===== config.mk =====
export PLATFORM = sky130hd
export DESIGN_NAME = led_driver
export DESIGN_NICKNAME = d
export VERILOG_FILES = /design/src/rtl/led_pkg.sv /design/src/rtl/tick_gen.sv /design/src/rtl/led_driver.sv
export SDC_FILE = /design/constraint.sdc
export NUM_CORES = 1
export LEC_CHECK = 0
export ABC_AREA = 1
export BUFFER_PORTS_ARGS = -buffer_cell sky130_fd_sc_hd__buf_4
export CORE_ASPECT_RATIO = 1.4
export CORE_MARGIN = 4
export CORE_UTILIZATION = 60
export DETAILED_ROUTE_END_ITERATION = 12
export PLACE_DENSITY = 0.88
export SYNTH_ARGS = -nofsm -noshare
export SYNTH_HDL_FRONTEND = slang
export SYNTH_SLANG_ARGS = --single-unit

===== constraint.sdc =====
create_clock -name i_clk -period 2 [get_ports i_clk]
set_input_delay 0 -clock i_clk [delete_from_list [all_inputs] [get_ports i_clk]]
set_output_delay 0 -clock i_clk [all_outputs]
set_load 0.005 [all_outputs]

===== src/rtl/led_pkg.sv =====
// Shared encodings for the LED driver: command modes, breathe FSM states and defaults.
// The breathe ramp is compiled in only when LED_DRIVER_BREATHE_EN is defined.
package led_pkg;

    typedef enum logic [1:0] {
        ModeOff     = 2'b00,
        ModeOn      = 2'b01,
        ModeBlink   = 2'b10,
        ModeBreathe = 2'b11
    } mode_e;

    typedef enum logic {
        StRise = 1'b0,
        StFall = 1'b1
    } breathe_st_e;

    localparam int unsigned DefaultPwmBits = 8;

    // Integer prescaler division; a zero quotient would stall the tick, so clamp to 1.
    function automatic int unsigned clamp_div(input int unsigned num, input int unsigned den);
        int unsigned q;
        q = (den == 0) ? 0 : num / den;
        return (q == 0) ? 1 : q;
    endfunction

endpackage


===== src/rtl/tick_gen.sv =====
// Free-running prescaler: emits a one-cycle tick every DIV cycles, restartable via i_clr.
module tick_gen #(
    parameter int unsigned DIV = 1
) (
    input  logic i_clk,
    input  logic i_rst,
    input  logic i_clr,
    output logic o_tick
);

    localparam int unsigned Div  = (DIV == 0) ? 1 : DIV;
    localparam int unsigned CntW = (Div > 1) ? $clog2(Div) : 1;
    localparam logic [CntW-1:0] Last = CntW'(Div - 1);

    logic [CntW-1:0] r_cnt;
    logic            w_wrap;

    assign w_wrap = (r_cnt == Last);

    always_ff @(posedge i_clk or posedge i_rst) begin
        if (i_rst) begin
            r_cnt <= '0;
        end else if (i_clr || w_wrap) begin
            r_cnt <= '0;
        end else begin
            r_cnt <= r_cnt + 1'b1;
        end
    end

    // A clear restarts the period, so it must not also count as a tick.
    assign o_tick = w_wrap && !i_clr;

endmodule


===== src/rtl/led_driver.sv =====
// PWM LED driver with OFF/ON/BLINK/BREATHE modes; commands take effect at PWM period boundaries.
// Define LED_DRIVER_BREATHE_EN to build the breathe ramp; otherwise mode 11 behaves as ON.
module led_driver
    import led_pkg::*;
#(
    parameter int unsigned CLK_FREQ = 25_000_000,
    parameter int unsigned PWM_BITS = DefaultPwmBits,
    parameter int unsigned BLINK_HZ = 2
) (
    input  logic                i_clk,
    input  logic                i_rst,
    input  logic                i_cmd_valid,
    output logic                o_cmd_ready,
    input  logic [1:0]          i_cmd_mode,
    input  logic [PWM_BITS-1:0] i_cmd_level,
    output logic                o_led
);

    localparam int unsigned BlinkDiv = clamp_div(CLK_FREQ, 2 * BLINK_HZ);
    localparam logic [PWM_BITS-1:0] CntLast = {{(PWM_BITS - 1){1'b1}}, 1'b0};

    logic [PWM_BITS-1:0] r_cnt;
    logic                r_pend;
    mode_e               r_pend_mode;
    logic [PWM_BITS-1:0] r_pend_level;
    mode_e               r_mode;
    logic [PWM_BITS-1:0] r_level;
    logic                r_phase;
    logic                r_led;

    logic                w_apply;
    logic                w_accept;
    logic                w_blink_tick;
    logic [PWM_BITS-1:0] w_duty;
    logic [PWM_BITS-1:0] w_breathe_duty;
    logic                w_led_d;

    assign o_cmd_ready = ~r_pend;
    assign o_led       = r_led;
    assign w_accept    = i_cmd_valid && o_cmd_ready;
    assign w_apply     = r_pend && (r_cnt == CntLast);

    tick_gen #(
        .DIV(BlinkDiv)
    ) u_blink_tick (
        .i_clk (i_clk),
        .i_rst (i_rst),
        .i_clr (w_apply),
        .o_tick(w_blink_tick)
    );

    always_ff @(posedge i_clk or posedge i_rst) begin
        if (i_rst) begin
            r_cnt        <= '0;
            r_pend       <= 1'b0;
            r_pend_mode  <= ModeOff;
            r_pend_level <= '0;
            r_mode       <= ModeOff;
            r_level      <= '0;
            r_phase      <= 1'b1;
            r_led        <= 1'b0;
        end else begin
            r_cnt <= (r_cnt == CntLast) ? '0 : r_cnt + 1'b1;
            r_led <= w_led_d;
            if (w_apply) begin
                r_pend  <= 1'b0;
                r_mode  <= r_pend_mode;
                r_level <= r_pend_level;
            end else if (w_accept) begin
                r_pend       <= 1'b1;
                r_pend_mode  <= mode_e'(i_cmd_mode);
                r_pend_level <= i_cmd_level;
            end
            if (w_apply) begin
                r_phase <= 1'b1;
            end else if (w_blink_tick) begin
                r_phase <= ~r_phase;
            end
        end
    end

`ifdef LED_DRIVER_BREATHE_EN
    localparam int unsigned RampDiv = clamp_div(CLK_FREQ, 32'(1) << (PWM_BITS + 1));

    logic                w_ramp_tick;
    breathe_st_e         r_state;
    breathe_st_e         w_state_d;
    logic [PWM_BITS-1:0] r_ramp;
    logic [PWM_BITS-1:0] w_ramp_d;

    tick_gen #(
        .DIV(RampDiv)
    ) u_ramp_tick (
        .i_clk (i_clk),
        .i_rst (i_rst),
        .i_clr (w_apply),
        .o_tick(w_ramp_tick)
    );

    always_ff @(posedge i_clk or posedge i_rst) begin
        if (i_rst) begin
            r_state <= StRise;
            r_ramp  <= '0;
        end else begin
            r_state <= w_state_d;
            r_ramp  <= w_ramp_d;
        end
    end

    // Triangle ramp between 0 and the peak level; a zero peak parks the ramp at 0.
    always_comb begin
        w_state_d = r_state;
        w_ramp_d  = r_ramp;
        if (w_apply) begin
            w_state_d = StRise;
            w_ramp_d  = '0;
        end else if (w_ramp_tick && (r_mode == ModeBreathe)) begin
            case (r_state)
                StRise: begin
                    if (r_ramp != r_level) begin
                        w_ramp_d = r_ramp + 1'b1;
                        if (w_ramp_d == r_level) begin
                            w_state_d = StFall;
                        end
                    end
                end
                StFall: begin
                    if (r_ramp != '0) begin
                        w_ramp_d = r_ramp - 1'b1;
                        if (w_ramp_d == '0) begin
                            w_state_d = StRise;
                        end
                    end
                end
                default: begin
                    w_state_d = StRise;
                end
            endcase
        end
    end

    assign w_breathe_duty = r_ramp;
`else
    assign w_breathe_duty = r_level;
`endif

    always_comb begin
        w_duty = '0;
        case (r_mode)
            ModeOff:     w_duty = '0;
            ModeOn:      w_duty = r_level;
            ModeBlink:   w_duty = r_phase ? r_level : '0;
            ModeBreathe: w_duty = w_breathe_duty;
            default:     w_duty = '0;
        endcase
    end

    // Counter never reaches all-ones, so a full-scale duty yields a constant high.
    assign w_led_d = (r_cnt < w_duty);

endmodule


==> results.toml <==
[setup_path]
worstPathMaxFanout = 8
reg2reg_slack_ns = 0.27
endpoint_kind = "flop"
cp.arrival_ns = 1.96
cp.required_ns = 2.23
startpoint_type = "flop"
worstSetupPathType = "reg -> reg"

[grt]
overflow = 0
grt_pass1_wl_um = 10600
grt.total_usage = 0.236
grt_max_degree = 55
antenna_found_initial = 0
grt_pass1_vias = 2420

[cells_and_area]
area_growth_pct = 14.0
regArea_sq_um = 1350
multi_input_area_sq_um = 1350
fillers = 354
n_antenna_cell = 0
final_nets = 398
drive_gt1_frac = 0.152

[clock_tree]
clock_path_buffers = 2
clock_sinks = 54
htree_levels = 2
cts.clk_slew.worst_paths_ns = 0.09
cts_resized = 0
clk_latency_ns = 0.30
cts-buffers-inserted = 5
cts_tree = "yes"
cts-root-buf = "clkbuf_8"

[floorplanning]
num_rows = 29
die_h_um = 89.4
die-area_sq_um = 5920
io_pins = 15
dieWidth_um = 66.2
coreArea_sq_um = 4570
initial_core_util = 0.622

[route]
ant_nets = 0
wl_per_cell_um = 13.8
totalWireLength_um = 6010
drc = 0
dr.first_iter.drc_count = 140
drtPass1Iterations = 4
via_per_inst = 5.28
vias = 2306

[yosys]
ys_ff_latch = 54
synth_top_area_share = 0.467
syn_area_sq_um = 2840
syn_inst = 343
synth_area_leaders = "dfrtp_1, nand2_1, nor2_1"
synthDistinctLibCells = 26
yosys.area.top_type = "dfrtp_1"
synth_nets = 366
synthAdderAreaFrac = 0.0440
ys.flop_type = "dfrtp_1"
synth_xor_area_frac = 0.0462
postSynthAreaPerCell_sq_um = 8.28
ys_top_cells_by_count = "nand2_1, nor2_1, dfrtp_1"
synth.mux.area_fraction = 0.0396
yosys.cell_count.top_type = "nand2_1"
synth_enable_flop_cells = 0
yosys_warnings = 0
seq_area_frac_synth = 0.476
synth_top_family_by_area = "simple AND/OR/NAND/NOR gates"
synthSimpleGateAreaFrac = 0.321
synthArstFlopShare = 1.00
synth_compound_area_frac = 0.0247

[placement]
port_buffers = 14
place.gp.congestion = 0.968
place_hpwl_um = 4230

[sta]
setup_tns_ns = 0
max_freq_mhz = 577
drv_slew = 0
worst_pin_slew_ns = 0.661
min_period_over_period = 0.866
finalHoldViolCount = 0
fin_crit_ns = 1.73
rsz0062_at_grt = "no"
skew_ns = 0.00754
slew_headroom = 0.559
finalSetupViolCount = 0

[pwr]
p_total_w = 0.00191
p_leak_nw = 1.50
peakVddDrop_uv = 392
p_per_area_nw_per_um2 = 589

[outcome]
status = "finished clean"

[job]
maxCapViolCount = 0

[min_path]
hold_path.class = "in -> async"
-- final cells by class --
class                      instances  area share
multi-input combinational        257       0.418
clock buffer                       5      0.0212
timing repair buffer              28      0.0742
tap                               62      0.0239
inverter                          29      0.0336
clock inverter                     2      0.0120
sequential                        54       0.418
-- critical path: stages (launching register included) --
cell	delay (ns)
dfstp_2	0.57
nand2_1	0.06
nand2_1	0.19
nand2_1	0.09
ha_1	0.31
a21oi_1	0.18
o21ai_0	0.11
a21oi_1	0.15
-- logic make-up (layout without fill, tap and decap cells) --
| family | count (synthesis) | count (layout) |
|---|---|---|
| XOR/XNOR | 15 | 15 |
| AO/OA/AOI/OAI | 14 | 14 |
| buffers and inverters | 32 | 64 |
| adder cells (fa/ha/maj) | 10 | 10 |
| flip-flops | 54 | 54 |
| AND/OR/NAND/NOR | 208 | 208 |
| multiplexers | 10 | 10 |
-- worst paths after layout --
| path | start | end | cells after the start |
|---|---|---|---|
| worst max register to register | r_phase$_DFFE_PP1P_ | o_led$_DFF_PP0_ | 7 |
| min in group i_clk | r_pend_mode[1]$_DFFE_PP0P_ | r_mode[1]$_DFFE_PP0P_ | 2 |
| worst min-delay path | i_rst | r_cnt[6]$_DFF_PP0_ | 4 |
| worst min register to register | r_pend_mode[1]$_DFFE_PP0P_ | r_mode[1]$_DFFE_PP0P_ | 2 |
| worst max-delay path | r_phase$_DFFE_PP1P_ | o_led$_DFF_PP0_ | 7 |
| max in group asynchronous | i_rst | u_blink_tick.r_cnt[15]$_DFF_PP0_ | 4 |
-- per-stage QoR --
stage	util	cells	cell area, sq um	worst slack, ns	hold WS [ns]
5_1_grt	0.709	437	3240	0.179	0.470
2_1_floorplan	-	343	2840	0.561	0.116
6_report	0.709	437	3240	0.268	0.425
3_3_place_gp	0.659	418	3010	0.437	0.216
3_5_place_dp	0.659	418	3010	0.358	0.227
4_1_cts	0.709	437	3240	0.332	0.450
-- timing repair --
item,in CTS,in global routing
hold endpoints to repair,64,0
buffers inserted,0,0
hold buffers,12,0
-- routing by layer --
metal  wire length, um  global-route usage  vias to the layer above
met3               199              0.0465                       34
met2              3280               0.426                       62
met1              2250               0.251                     1079
met5                 0                   0                        -
li1                  -                   -                     1131
met4               281               0.139                        0
-- power breakdown --
part           leakage [nW]  internal (W)   total, W  switching [W]
combinational         0.742     0.0000479  0.0000835      0.0000356
sequential            0.701       0.00111    0.00113      0.0000136
clock                0.0542      0.000368   0.000696       0.000328
-- state kept, by name, summed over array words and instances, names as in the netlist --
| name | count |
|---|---|
| r_mode | 2 |
| r_pend_mode | 2 |
| o_led | 1 |
| r_level | 8 |
| r_cnt | 8 |
| r_phase | 1 |
| r_pend | 1 |
| u_blink_tick.r_cnt | 23 |
| r_pend_level | 8 |
-- placed cells by master, fill, tap and decap left out, types with 7 or more instances in the layout --
cell type,count
nor2_1,62
dlygate4sd3_1,12
a21oi_1,8
ha_1,10
inv_2,7
mux2_2,10
buf_4,16
nand3_1,15
xnor2_1,7
xor2_1,8
dfrtp_1,53
inv_1,22
nand2_1,106
Note: power is estimated with default switching activity, not from simulation.
